`src/rtl/tohost_monitor.sv`:
```
// Terminates the riscv-tests "tohost" protocol on the data-memory bus: decodes
// the completion store into pass/fail/error, counts cycles and flags a timeout.
module tohost_monitor #(
  parameter logic [31:0] TOHOST_ADDR    = 32'h0000_1000,
  parameter logic [31:0] FROMHOST_ADDR  = 32'h0000_1040,
  parameter int          TIMEOUT_CYCLES = 100000,
  parameter int          CNT_W          = 32
) (
  input  logic             sys_clk,
  input  logic             sys_rst_n,
  input  logic             dmem_we,
  input  logic             dmem_re,
  input  logic [31:0]      dmem_addr,
  input  logic [31:0]      dmem_wdata,
  input  logic [3:0]       dmem_wstrb,
  output logic [31:0]      dmem_rdata,
  output logic             dmem_hit,
  output logic             done,
  output logic             pass,
  output logic             fail,
  output logic             error,
  output logic             timeout,
  output logic [30:0]      test_num,
  output logic [CNT_W-1:0] cycle_count
);

  typedef enum logic [2:0] {
    ST_RUN     = 3'd0,
    ST_PASS    = 3'd1,
    ST_FAIL    = 3'd2,
    ST_ERROR   = 3'd3,
    ST_TIMEOUT = 3'd4
  } state_t;

  localparam logic [CNT_W-1:0] TO_LAST = CNT_W'(TIMEOUT_CYCLES - 1);
  localparam logic [CNT_W-1:0] CNT_MAX = {CNT_W{1'b1}};

  function automatic logic [31:0] merge_bytes(input logic [31:0] old_v,
                                              input logic [31:0] new_v,
                                              input logic [3:0]  strb);
    logic [31:0] res;
    res = old_v;
    for (int i = 0; i < 4; i++) begin
      if (strb[i]) res[8*i +: 8] = new_v[8*i +: 8];
    end
    return res;
  endfunction

  state_t            state_r, state_nxt_s;
  logic [31:0]       tohost_r, fromhost_r;
  logic [CNT_W-1:0]  cnt_r;
  logic [30:0]       test_num_r, test_num_nxt_s;
  logic [31:0]       rdata_r;
  logic              hit_r;
  logic              done_r, pass_r, fail_r, error_r, timeout_r;

  logic              to_hit_s, fr_hit_s, to_wr_s, fr_wr_s, rd_hit_s;
  logic [31:0]       to_merged_s;
  logic              unused_s;

  assign to_hit_s    = (dmem_addr[31:2] == TOHOST_ADDR[31:2]);
  assign fr_hit_s    = (dmem_addr[31:2] == FROMHOST_ADDR[31:2]);
  assign to_wr_s     = dmem_we & to_hit_s;
  assign fr_wr_s     = dmem_we & fr_hit_s;
  assign rd_hit_s    = dmem_re & (to_hit_s | fr_hit_s);
  assign to_merged_s = merge_bytes(tohost_r, dmem_wdata, dmem_wstrb);
  assign unused_s    = ^dmem_addr[1:0];

  // Next-state decode; a terminal store on the timeout edge takes priority.
  always_comb begin
    state_nxt_s    = state_r;
    test_num_nxt_s = test_num_r;
    case (state_r)
      ST_RUN: begin
        if (to_wr_s && (to_merged_s != 32'd0)) begin
          if (to_merged_s == 32'd1) begin
            state_nxt_s = ST_PASS;
          end else if (to_merged_s[0]) begin
            state_nxt_s    = ST_FAIL;
            test_num_nxt_s = to_merged_s[31:1];
          end else begin
            state_nxt_s = ST_ERROR;
          end
        end else if (cnt_r == TO_LAST) begin
          state_nxt_s = ST_TIMEOUT;
        end else begin
          state_nxt_s = ST_RUN;
        end
      end
      default: begin
        state_nxt_s = state_r;
      end
    endcase
  end

  // State, status flags and saturating cycle counter.
  always_ff @(posedge sys_clk or negedge sys_rst_n) begin
    if (!sys_rst_n) begin
      state_r    <= ST_RUN;
      cnt_r      <= {CNT_W{1'b0}};
      test_num_r <= 31'd0;
      done_r     <= 1'b0;
      pass_r     <= 1'b0;
      fail_r     <= 1'b0;
      error_r    <= 1'b0;
      timeout_r  <= 1'b0;
    end else begin
      state_r    <= state_nxt_s;
      test_num_r <= test_num_nxt_s;
      if ((state_r == ST_RUN) && (cnt_r != CNT_MAX)) begin
        cnt_r <= cnt_r + {{(CNT_W-1){1'b0}}, 1'b1};
      end else begin
        cnt_r <= cnt_r;
      end
      done_r    <= (state_nxt_s != ST_RUN);
      pass_r    <= (state_nxt_s == ST_PASS);
      fail_r    <= (state_nxt_s == ST_FAIL);
      error_r   <= (state_nxt_s == ST_ERROR) || (state_nxt_s == ST_TIMEOUT);
      timeout_r <= (state_nxt_s == ST_TIMEOUT);
    end
  end

  // Register storage; writes continue after the test has ended.
  always_ff @(posedge sys_clk or negedge sys_rst_n) begin
    if (!sys_rst_n) begin
      tohost_r   <= 32'd0;
      fromhost_r <= 32'd0;
    end else begin
      if (to_wr_s) tohost_r <= to_merged_s;
      else         tohost_r <= tohost_r;
      if (fr_wr_s) fromhost_r <= merge_bytes(fromhost_r, dmem_wdata, dmem_wstrb);
      else         fromhost_r <= fromhost_r;
    end
  end

  // Load path samples pre-store values, so same-cycle store is not forwarded.
  always_ff @(posedge sys_clk or negedge sys_rst_n) begin
    if (!sys_rst_n) begin
      rdata_r <= 32'd0;
      hit_r   <= 1'b0;
    end else if (rd_hit_s) begin
      rdata_r <= to_hit_s ? tohost_r : fromhost_r;
      hit_r   <= 1'b1;
    end else begin
      rdata_r <= 32'd0;
      hit_r   <= 1'b0;
    end
  end

  assign dmem_rdata  = rdata_r;
  assign dmem_hit    = hit_r;
  assign done        = done_r;
  assign pass        = pass_r;
  assign fail        = fail_r;
  assign error       = error_r;
  assign timeout     = timeout_r;
  assign test_num    = test_num_r;
  assign cycle_count = cnt_r;

endmodule

```
`config.mk`:
```
export PLATFORM = sky130hd
export DESIGN_NAME = tohost_monitor
export DESIGN_NICKNAME = d
export VERILOG_FILES = /design/src/rtl/tohost_monitor.sv
export SDC_FILE = /design/constraint.sdc
export NUM_CORES = 1
export LEC_CHECK = 0
export ABC_AREA = 1
export BUFFER_PORTS_ARGS = -buffer_cell sky130_fd_sc_hd__buf_2
export CAP_MARGIN = 5
export CORE_UTILIZATION = 56
export CTS_BUF_LIST = sky130_fd_sc_hd__clkbuf_4
export DETAILED_ROUTE_END_ITERATION = 8
export PLACE_DENSITY = 0.78
export SLEW_MARGIN = 20
export SYNTH_ARGS = -nofsm -noshare
export SYNTH_HDL_FRONTEND = slang
export SYNTH_SLANG_ARGS = --single-unit
```
`constraint.sdc`:
```
create_clock -name sys_clk -period 2.3 [get_ports sys_clk]
set_input_delay 0.23 -clock sys_clk [delete_from_list [all_inputs] [get_ports sys_clk]]
set_output_delay 0.23 -clock sys_clk [all_outputs]
set_load 0.005 [all_outputs]
```
Word level (Yosys, flattened, before mapping)
Cells that the tools add are included.
{"block": "classes", "div": 0, "addsub": 1, "bitwise_logic": 5, "reduce_logical": 11, "shifts": 0, "muxes": 12, "eq_ne": 9, "order_cmp": 0, "n_mul": 0}
{"op": "32-bit two-way mux", "n": 2}
{"op": "30-bit by 11-bit equality test with 1-bit output (second input constant)", "n": 2}
{"op": "32-bit by 1-bit adder with 32-bit output (second input constant)", "n": 1}
{"op": "32-bit by 1-bit equality test with 1-bit output (second input constant)", "n": 1}
{"op": "32-bit by 17-bit equality test with 1-bit output (second input constant)", "n": 1}
{"op": "8-bit two-way mux", "n": 4}
{"op": "32-bit != test (second input constant)", "n": 1}
{"op": "32-bit nonzero test", "n": 1}
{"op": "3-bit two-way mux", "n": 3}
{"op": "2-bit AND reduction", "n": 4}
{"op": "3-bit by 2-bit equality test with 1-bit output (second input constant)", "n": 2}
{"op": "4-bit AND reduction", "n": 1}
{"op": "1-bit bitwise AND", "n": 3}
{"op": "3-bit by 1-bit equality test with 1-bit output (second input constant)", "n": 1}
{"op": "3-bit equality test (second input constant)", "n": 1}
{"op": "3-bit logical NOT", "n": 1}
{"op": "3-bit nonzero test", "n": 1}
{"op": "1-bit logical AND", "n": 2}
{"op": "1-bit two-way mux", "n": 2}
{"op": "2-bit two-way mux", "n": 1}
{"op": "1-bit logical OR", "n": 1}
{"op": "1-bit inverter", "n": 1}
{"op": "1-bit OR", "n": 1}
{"block": "word_totals", "mem_count": 0, "output_inout_bits": 101, "latch_bits": 0, "mem_bits_rw": 0, "romBits": 0, "ff_bits": 168, "input_bits": 72}

Depth between registers and ports, before layout
Gate-level depths: netlist (run 1).
{"block": "logic_depth", "depth_word": 7, "depth_mapped": 15}

Worst setup path before layout (run 1)
No wires, ideal clock.
{"block": "synth_path", "kind": "register to register", "startpoint": "reg cnt_r[1], in the netlist cycle_count[1]", "endpoint": "reg cnt_r[15], in the netlist cycle_count[15]", "t_arrival_ns": 1.648, "required_time_ns": 2.177, "path_buffers": 0, "setup_slack_ns": 0.529, "period_less_slack_ns": 1.771, "stages_incl_launch_ff": 15, "cell_sequence": "dfrtp_1 -> ha_1 -> nand2_1 -> inv_1 -> nand3_1 -> nor2_1 -> nand2_1 -> nand2_1 -> clkinv_1 -> nand2_1 -> inv_1 -> nand2_1 -> nor2_1 -> nand2_1 -> nand2_1"}
{"block": "synth_via", "elab_chain_len": 2, "elab_cells_between_ends": 3}
{"element": "from (decl)", "line": "51", "text": "logic [CNT_W-1:0] cnt_r;"}
{"element": "from (signal assigned)", "line": "100", "text": "cnt_r <= {CNT_W{1'b0}};"}
{"element": "from (signal assigned)", "line": "111", "text": "cnt_r <= cnt_r + {{(CNT_W-1){1'b0}}, 1'b1};"}
{"element": "from (signal assigned)", "line": "113", "text": "cnt_r <= cnt_r;"}
{"element": "branches (longest 2 deep; another with 32-bit by 1-bit adder with 32-bit output)"}
Parallel ways; which one is timed is not known.
A chain may end at the register's enable or synchronous reset.

Worst setup path in the final report (run 1)
{"block": "layout_path", "startpoint": "reg tohost_r[18]", "endpoint": "reg test_num_r[27], in the netlist test_num[27]"}
{"block": "layout_via", "elab_chain_len": 4, "elab_cells_between_ends": 6}
{"element": "from (decl)", "line": "50", "text": "logic [31:0] tohost_r, fromhost_r;"}
{"element": "from (signal assigned)", "line": "129", "text": "if (to_wr_s) tohost_r <= to_merged_s;"}
{"element": "from (signal assigned)", "line": "130", "text": "else tohost_r <= tohost_r;"}
{"element": "8-bit two-way mux *", "line": "44", "text": "if (strb[i]) res[8*i +: 8] = new_v[8*i +: 8];"}
{"element": "32-bit by 1-bit equality test with 1-bit output / 32-bit nonzero test (equally long branches)", "line": "76, 75"}
{"element": "1-bit inverter (no line) / 1-bit logical AND (equally long branches)"}
{"element": "4-bit AND reduction (no line) *"}
{"element": "to (signal assigned)", "line": "109", "text": "test_num_r <= test_num_nxt_s;"}
{"element": "to (decl)", "line": "52", "text": "logic [30:0] test_num_r, test_num_nxt_s;"}
Every way passes the cells marked *; elsewhere a longest branch is shown, timed or not.

==> results of run 1 <==
-- worst register-to-register path: stages, from the launching register on --
cell and delay, ps:
dfrtp_1 400, inv_1 70, nand2_1 50, nand2_1 100
nand2_1 60, nor2_1 160, nand2_1 80, nor2_1 230
nand2_1 140, nand3_2 120, nor2_2 50, nand2_2 80
buf_12 200, nand2_1 90, o21ai_0 110
-- sequential cells by signal, indices dropped and copies added (netlist names) --
name	cells
error	1
fromhost_r	32
state_r	3
timeout	1
done	1
test_num	31
tohost_r	32
dmem_rdata	32
pass	1
cycle_count	32
fail	1
dmem_hit	1
-- logic make-up after synthesis --
family	share of synthesized area
and+or+nand+nor	0.242
DFF	0.551
AOI/OAI and AO/OA	0.105
buffers and inverters	0.0689
xor gates and xnor gates	0.0321
adders and majority gates	0.00164
-- layer usage --
metal	vias to the layer above	part of all wire	GRT usage
li1	3400	-	-
met1	3147	0.44	0.377
met2	238	0.47	0.473
met3	46	0.057	0.0545
met4	0	0.029	0.120
met5	-	0	0
-- how the worst min path moves through the flow --
stage / slack (ps) / cells after the start / start / to
after floorplan: -70 / 0 / sys_rst_n / cycle_count[0]
after global placement: 190 / 1 / sys_rst_n / tohost_r[27]
after detailed placement: 190 / 1 / sys_rst_n / tohost_r[27]
after CTS: 30 / 4 / dmem_wstrb[3] / tohost_r[27]
after global routing: 60 / 4 / dmem_wstrb[3] / test_num[26]
final: 70 / 4 / dmem_wstrb[3] / test_num[26]
-- cell usage after synthesis, drive strengths merged --
library cell,number,area (um2)
nand2,299,1120
dfrtp,168,4200
o21ai,131,656
inv,101,379
nor2,78,295
nor3,29,150
nand3,26,140
a21oi,24,120
xor2,22,193
clkbuf,17,65.1
buf,15,77.6
nand4,9,56.3
nor4,6,52.6
xnor2,6,52.6
o21bai,2,15.0
a22oi,1,7.51
and3,1,6.26
clkinv,1,3.75
ha,1,12.5
nor3b,1,12.5
or2,1,6.26
-- cells in the final DEF, fill, tap and decap left out, types with 6 or more instances in the layout --
master	instances
xnor2_1	6
dlygate4sd3_1	34
xor2_1	22
nor3_1	28
o21ai_0	128
dfrtp_1	168
nand4_1	9
a21oi_1	24
buf_2	169
nand3_1	24
buf_4	15
inv_1	100
clkbuf_4	23
nand2_1	297
clkinv_1	7
nor2_1	76
-- stage by stage --
stage	setup slack [ps]	instance area, um2	total power (W)	cells	hold slack (ps)
2_1_floorplan	529	7630	0.00311	939	-65.6
3_3_place_gp	197	8790	0.00327	1273	194
3_5_place_dp	165	8790	0.00328	1273	194
4_1_cts	229	9340	0.00469	1338	34.0
5_1_grt	28.8	9340	0.00485	1339	55.4
6_report	292	9340	0.00464	1339	71.1
-- what timing repair did --
action                                 in CTS  in global routing
hold buffers                               34                  0
gates resized for setup                     0                  1
endpoints found under the hold margin      83                  0
setup endpoints to repair                   0                  4
-- power by group --
group          total (W)  internal, W  leakage (nW)    switching [W]
registers        0.00295      0.00295          2.33  0.0000000000132
clock network    0.00138     0.000469         0.123         0.000910
logic           0.000311     0.000127          2.48         0.000183
-- area by class of cell --
type	count	area [um2]
fillers	1101	3900
flip-flops and latches	168	4200
diodes	1	2.50
multi-input cells	637	2920
repair buffers	224	1410
clock inverters	8	32.5
well taps	176	220
clock buffers	23	173
inverters	102	383
==> results.sh, run 1 <==
export IMPL_die_width_um=119
export IMPL_worst_path_stages=14
export IMPL_timing_rr_start="tohost_r[18]"
export IMPL_hold_viol_final=0
export IMPL_outcome="complete, no violations"
export IMPL_clkSinkCount=168
export IMPL_die_y_um=119
export IMPL_grt_pass1_vias=6669
export IMPL_netlist_instances=939
export IMPL_ys_warn_count=0
export IMPL_path_buf_inv=2
export IMPL_wl_per_cell_um=13.9
export IMPL_gp_congestion=0.934
export IMPL_cp_required_ps=2770
export IMPL_power_density_nw_per_um2=497
export IMPL_cts_buffer_depth=2
export IMPL_wl_mm=18.6
export IMPL_io_pins=173
export IMPL_path_clk_slew_ps=120
export IMPL_cts_root_buffer="clkbuf_4"
export IMPL_hp_class="in -> reg"
export IMPL_reg2regPathDepth=14
export IMPL_path_class="reg -> reg"
export IMPL_max_freq_mhz=498
export IMPL_start_kind="flip-flop"
export IMPL_cts_made_buffers=17
export IMPL_drt_initial_drc_count=500
export IMPL_synth_area_um2=7630
export IMPL_grt_pass1_wl_mm=31.9
export IMPL_drc=0
export IMPL_dr_pass1_iters=5
export IMPL_irDropWorstVdd_v=0.000399
export IMPL_crit_end="test_num[27]"
export IMPL_cts_tree="done"
export IMPL_routed_via_density=5.10
export IMPL_rows=42
export IMPL_worstSkewPairLatency_ps=560
export IMPL_core_um2=13200
export IMPL_post_cts_buffers=0
export IMPL_slowest_delay_ps=400
export IMPL_cp_max_fo=40
export IMPL_tightest_slew_ps=582
export IMPL_cap_violations=0
export IMPL_syn_mean_instance_area_um2=8.13
export IMPL_port_buffers=170
export IMPL_tns_ps=0
export IMPL_rsz0062_at_grt="false"
export IMPL_crit_start="tohost_r[18]"
export IMPL_slowest_stage="dfrtp_1"
export IMPL_ys_seq_area_frac=0.551
export IMPL_drive_above_1_share=0.194
export IMPL_ys_ff_latch=168
export IMPL_finalSetupViolCount=0
export IMPL_fin_crit_ps=2010
export IMPL_antenna_found_initial=1
export IMPL_final_period_utilization=0.873
export IMPL_setup_worst_path_end_class="flip-flop"
export IMPL_synth_net_count=1012
export IMPL_critPathTopFamily="simple AND/OR/NAND/NOR gates"
export IMPL_htreeDepth=4
export IMPL_fin_worst_skew_ps=12.3
export IMPL_leakage_nw=4.93
export IMPL_fin_util=0.705
export IMPL_regToRegEndpoint="test_num[27]"
export IMPL_finalMaxSlewViolations=0
export IMPL_cp_cell_sequence="inv_1 > nand2_1 > nand2_1 > nand2_1 > nor2_1 > nand2_1 > nor2_1 > nand2_1 > nand3_2 > nor2_2 > nand2_2 > buf_12 > nand2_1 > o21ai_0"
export IMPL_die_area_um2=14100
export IMPL_grt_util_all_layers=0.288
export IMPL_synth_cell_types=30
export IMPL_r2r_setup_slack_ps=290
export IMPL_initial_core_util=0.576
export IMPL_overflow=0
export IMPL_worstPathArrival_ps=2480
export IMPL_grt_max_degree=63
export IMPL_nets=1223
export IMPL_hpwlAfterDp_mm=13.0
export IMPL_relSlewSlack=0.609
export IMPL_cp_common_cell="nand2_1"
export IMPL_final_antenna_net_count=0
export IMPL_syn2layout_area_growth_pct=22.4
export IMPL_vias=6831
(Power assumes the default switching activity.)
==> run 2, diff against run 1 <==
Settings changed: ABC_AREA 1 to default, PLACE_DENSITY 0.78 to 0.79, SETUP_SLACK_MARGIN from default to 0.5.
==> results.sh, run 2 <==
export IMPL_cts_root_buffer="clkbuf_4"
export IMPL_drc=0
export IMPL_overflow=0
export IMPL_outcome="complete, but fails checks"
export IMPL_synth_area_um2=7280
export IMPL_r2r_setup_slack_ps=-430
export IMPL_wl_mm=26.8
export IMPL_irDropWorstVdd_v=0.000263
export IMPL_htreeDepth=4
export IMPL_fillerInstances=497
export IMPL_relSlewSlack=0.620
export IMPL_fin_crit_ps=2730
export IMPL_path_buf_inv=1
export IMPL_hold_viol_final=0
export IMPL_synth_most_common_cell="dfrtp_1"
export IMPL_grt_pass1_wl_mm=32.9
export IMPL_final_cell_mix="buf_2 (167), dfrtp_1 (166), buf_4 (81)"
export IMPL_fin_worst_skew_ps=32.1
export IMPL_seq_area_um2=4210
export IMPL_drt_initial_drc_count=748
export IMPL_cts_tree="done"
export IMPL_final_common_cell="buf_2"
export IMPL_hp_class="in -> reg"
export IMPL_finalSetupViolCount=38
export IMPL_path_class="reg -> reg"
export IMPL_leakage_nw=5.74
export IMPL_rsz0062_at_grt="true"
export IMPL_syn_mean_instance_area_um2=12.2
export IMPL_core_um2=12600
export IMPL_cts_made_buffers=17
export IMPL_drive_above_1_share=0.517
export IMPL_grt_max_degree=77
export IMPL_synth_edf_count=0
export IMPL_holdCritStartpoint="dmem_wdata[21]"
export IMPL_hpwlAfterDp_mm=12.6
export IMPL_grt_pass1_vias=6392
export IMPL_cap_violations=0
export IMPL_io_pins=173
export IMPL_wl_per_cell_um=23.8
export IMPL_die_y_um=116
export IMPL_ys_warn_count=0
export IMPL_synth_net_count=671
export IMPL_ys_top_cells_by_area="dfrtp_1 (58%), mux2_2 (10%), mux2i_1 (8.8%), nand2_1 (2.6%), nor2_1 (2.2%)"
export IMPL_gp_congestion=0.827
export IMPL_critPathTopFamily="simple AND/OR/NAND/NOR gates"
export IMPL_max_freq_mhz=367
export IMPL_dr_pass1_iters=6
export IMPL_final_antenna_net_count=0
export IMPL_cp_max_fo=5
export IMPL_tightest_slew_ps=565
export IMPL_routed_via_density=6.03
export IMPL_netlist_instances=598
export IMPL_setup_slack_ps=-428
export IMPL_port_buffers=170
export IMPL_cp_required_ps=2810
export IMPL_cts_buffer_depth=2
export IMPL_worstSkewPairLatency_ps=600
export IMPL_dp_cells=993
export IMPL_multi_input_area_um2=3780
export IMPL_nets=1010
export IMPL_dp_slack_ps=-172
export IMPL_syn2layout_area_growth_pct=54.2
export IMPL_async_flop_share=1.00
export IMPL_antenna_found_initial=1
export IMPL_rows=41
export IMPL_ys_ff_latch=168
export IMPL_start_kind="flip-flop"
export IMPL_crit_start="cycle_count[19]"
export IMPL_vias=6768
export IMPL_die_width_um=116
export IMPL_clkSinkCount=168
export IMPL_ys_top_cells_by_count="dfrtp_1 (168), mux2_2 (65), mux2i_1 (64)"
export IMPL_path_clk_slew_ps=160
export IMPL_fin_util=0.889
export IMPL_ys_flop_type="dfrtp_1"
export IMPL_synth_cell_types=42
export IMPL_slowest_stage="or4_4"
export IMPL_power_density_nw_per_um2=444
export IMPL_ys_seq_area_frac=0.578
export IMPL_slowest_delay_ps=550
export IMPL_netlist_area_leader_share=0.578
export IMPL_finalMaxSlewViolations=0
export IMPL_final_cells=1123
export IMPL_worstPathArrival_ps=3240
export IMPL_grt_util_all_layers=0.329
export IMPL_synth_top_cell_by_area="dfrtp_1"
export IMPL_final_period_utilization=1.19
export IMPL_setup_worst_path_end_class="flip-flop"
export IMPL_cp_cell_sequence="nor4_1 > nand2_1 > or4_4 > nor4_4 > nor3_2 > buf_4 > nand2b_4 > mux2i_1"
export IMPL_initial_core_util=0.577
export IMPL_timing_rr_start="cycle_count[19]"
export IMPL_die_area_um2=13500
export IMPL_violations="negative setup slack"
==> run 2: cells by family after synthesis <==
| family | Yosys count | synth area share |
|---|---|---|
| AND/OR/NAND/NOR | 195 | 0.140 |
| multiplexers | 129 | 0.189 |
| AO/OA/AOI/OAI | 42 | 0.0339 |
| flip-flops | 168 | 0.578 |
| XOR/XNOR | 32 | 0.0385 |
| adder cells (fa/ha/maj) | 1 | 0.00172 |
| buffers and inverters | 31 | 0.0196 |
==> run 2: per-stage QoR <==
step	instance area [um2]	hold WS (ps)	TNS [ps]	total power, W
floorplan	7670	-65.6	0	0.00307
global placement	9200	167	-3470	0.00325
detailed placement	9200	178	-5080	0.00326
CTS	10500	0.480	-1280	0.00488
global route	11200	17.8	-14110	0.00510
finish	11200	12.1	-11460	0.00498
==> run 2: what timing repair did <==
item	in CTS	in global routing
pin swaps	28	42
setup endpoints to repair	81	103
gates cloned	5	6
hold buffers	48	0
buffers inserted	20	18
hold endpoints to repair	152	0
resized for setup	72	89
==> run 2: worst paths after layout <==
path	endpoint	depth (start not counted)
worst max register to register	error	8
worst max-delay path	error	8
max in group asynchronous	test_num[26]	3
min in group asynchronous	error	2
worst min register to register	test_num[27]	2
worst min-delay path	test_num[20]	3
==> run 2: cell type report <==
type / count / share of cell area
antenna: 1 / 0.000223
multi-input combinational: 399 / 0.337
inverter: 5 / 0.00167
timing repair buffer: 346 / 0.245
clock buffer: 18 / 0.0120
sequential: 168 / 0.375
clock inverter: 14 / 0.0101
tap: 172 / 0.0192
==> run 2: metal layers <==
layer  up-vias  part of all wire  global-route usage
li1       2813                 -                   -
met1      3346              0.35               0.403
met2       471              0.51               0.571
met3       138             0.081              0.0565
met4         0             0.056               0.150
met5         -                 0                   0
==> run 2: power by group <==
part	leakage (nW)	switching (W)	internal, W
logic	3.28	0.000186	0.000162
clock network	0.138	0.00106	0.000623
registers	2.32	0.0000000000188	0.00295
==> run 2: worst min-delay path, delay by kind of cell <==
family | cells | cell delay (ps)
AO/OA/AOI/OAI | 1 | 150
multiplexers | 1 | 110
buffers and inverters | 1 | 90
==> run 3, diff against run 2 <==
Clock period 2.3 ns to 2.72 ns, I/O delays scaled along.
==> results.sh, run 3 (synthesis gave the netlist of run 2 again) <==
export IMPL_outcome="complete, no violations"
export IMPL_grt_use_met2=0.496
export IMPL_final_antenna_net_count=0
export IMPL_die_area_um2=13500
export IMPL_power_switching_w=0.000984
export IMPL_grt_busiest_layer="met2"
export IMPL_clkSinkCount=168
export IMPL_cp_max_fo=3
export IMPL_vias=5635
export IMPL_power_density_nw_per_um2=448
export IMPL_cts_buffer_depth=2
export IMPL_grt_util_all_layers=0.295
export IMPL_start_kind="flip-flop"
export IMPL_final_period_utilization=0.909
export IMPL_relSlewSlack=0.578
export IMPL_die_y_um=116
export IMPL_slowest_stage="or4_4"
export IMPL_p_comb_frac=0.056
export IMPL_grt_pass1_wl_mm=29.5
export IMPL_routed_via_density=5.51
export IMPL_dr_pass1_iters=4
export IMPL_grt_use_met1=0.371
export IMPL_drive_above_1_share=0.418
export IMPL_io_pins=173
export IMPL_gr_usage_met3=0.0554
export IMPL_syn2layout_area_growth_pct=32.3
export IMPL_nets=910
export IMPL_irDropWorstVdd_v=0.000315
export IMPL_worstPathArrival_ps=2930
export IMPL_rows=41
export IMPL_diodes=0
export IMPL_path_class="reg -> reg"
export IMPL_cp_cell_sequence="or4_4 > o22ai_4 > nand4_1 > or2_4 > xor2_1 > a31o_4 > or3_1"
export IMPL_antenna_found_initial=0
export IMPL_path_buf_inv=0
export IMPL_fin_area_um2=9630
export IMPL_max_freq_mhz=404
export IMPL_initial_core_util=0.577
export IMPL_swShare=0.228
export IMPL_htreeDepth=4
export IMPL_tns_ps=0
export IMPL_tightest_slew_ps=633
export IMPL_cts_made_buffers=17
export IMPL_hold_viol_final=0
export IMPL_slowest_delay_ps=560
export IMPL_pwr_share_clk=0.366
export IMPL_drc=0
export IMPL_hpwlAfterDp_mm=11.5
export IMPL_leakage_nw=4.86
export IMPL_dpl_cell_area_um2=8370
export IMPL_cts_root_buffer="clkbuf_4"
export IMPL_finalSetupViolCount=0
export IMPL_worstSkewPairLatency_ps=570
export IMPL_final_cell_mix="buf_2 (169), dfrtp_1 (168), mux2_2 (65)"
export IMPL_rsz0062_at_grt="true"
export IMPL_gp_congestion=0.839
export IMPL_timing_hold_ws_ps=26.7
export IMPL_die_width_um=116
export IMPL_drt_initial_drc_count=440
export IMPL_critPathTopFamily="simple AND/OR/NAND/NOR gates"
export IMPL_finalMaxSlewViolations=0
export IMPL_setup_worst_path_end_class="flip-flop"
export IMPL_path_clk_slew_ps=140
export IMPL_overflow=0
export IMPL_wl_per_cell_um=18.5
export IMPL_grt_pass1_vias=5820
export IMPL_cp_required_ps=3180
export IMPL_wl_mm=18.9
export IMPL_fin_worst_skew_ps=17.6
export IMPL_core_um2=12600
export IMPL_hp_class="in -> reg"
export IMPL_grt_max_degree=71
export IMPL_r2r_setup_slack_ps=250
export IMPL_cap_violations=0
export IMPL_final_common_cell="buf_2"
export IMPL_p_int_w=0.00333
export IMPL_port_buffers=170
export IMPL_power_frac_seq=0.578
export IMPL_fin_crit_ps=2470
export IMPL_cts_tree="done"
run 3: cell count changes in the layout (fill, tap and decap cells not counted), moves of 7 or more:
cell / previous run / this run
buf_4: 81 / 22
mux2i_1: 57 / 64
nor3_1: 5 / 13
nor3_4: 8 / 0
mux2_4: 62 / 0
mux2_2: 3 / 65
buf_6: 26 / 6
dlygate4sd3_1: 48 / 36
run 3: cell type report:
| class | count | area [um2] |
|---|---|---|
| inverters | 5 | 20.0 |
| clock buffers | 18 | 135 |
| well taps | 172 | 215 |
| clock inverters | 14 | 181 |
| multi-input cells | 399 | 3130 |
| fillers | 805 | 2990 |
| repair buffers | 246 | 1740 |
| flip-flops and latches | 168 | 4200 |
run 3: repair_timing:
action	CTS	global route
setup endpoints to repair	45	68
gates cloned	6	0
buffers inserted	11	9
pin swaps	14	23
resized for setup	40	55
hold endpoints to repair	131	0
hold buffers	36	0
run 3: stage by stage:
step	setup slack (ps)	total power [W]	cells	util
finish	247	0.00432	1022	0.763
global route	198	0.00446	1022	0.763
CTS	307	0.00434	1013	0.747
detailed placement	-30.5	0.00274	928	0.663
global placement	49.1	0.00273	928	0.663
floorplan	505	0.00260	598	-
run 3: per-layer routing:
layer,part of all wire,vias up
met1,0.42,2810
met5,0,-
met4,0.016,0
met2,0.51,197
met3,0.054,23
li1,-,2605
run 3: worst min-delay path, stage by stage:
cell and delay, ps:
buf_2 100, mux2i_1 80, o21ai_1 110
run 3: worst paths after layout:
path,startpoint,to,depth (start not counted)
worst max-delay path,tohost_r[23],done,7
worst min-delay path,dmem_wdata[15],test_num[14],3
worst max register to register,tohost_r[23],done,7
worst min register to register,test_num[11],test_num[11],2
max in group asynchronous,sys_rst_n,test_num[30],3
min in group asynchronous,sys_rst_n,dmem_rdata[5],2
run 3: power groups by stage:
stage	Sequential, W	Combinational [W]	Clock [W]
final	0.00250	0.000241	0.00158
after global routing	0.00250	0.000266	0.00170
after CTS	0.00250	0.000238	0.00161
after detailed placement	0.00254	0.000191	0
after global placement	0.00254	0.000185	0
after floorplan	0.00255	0.0000503	0
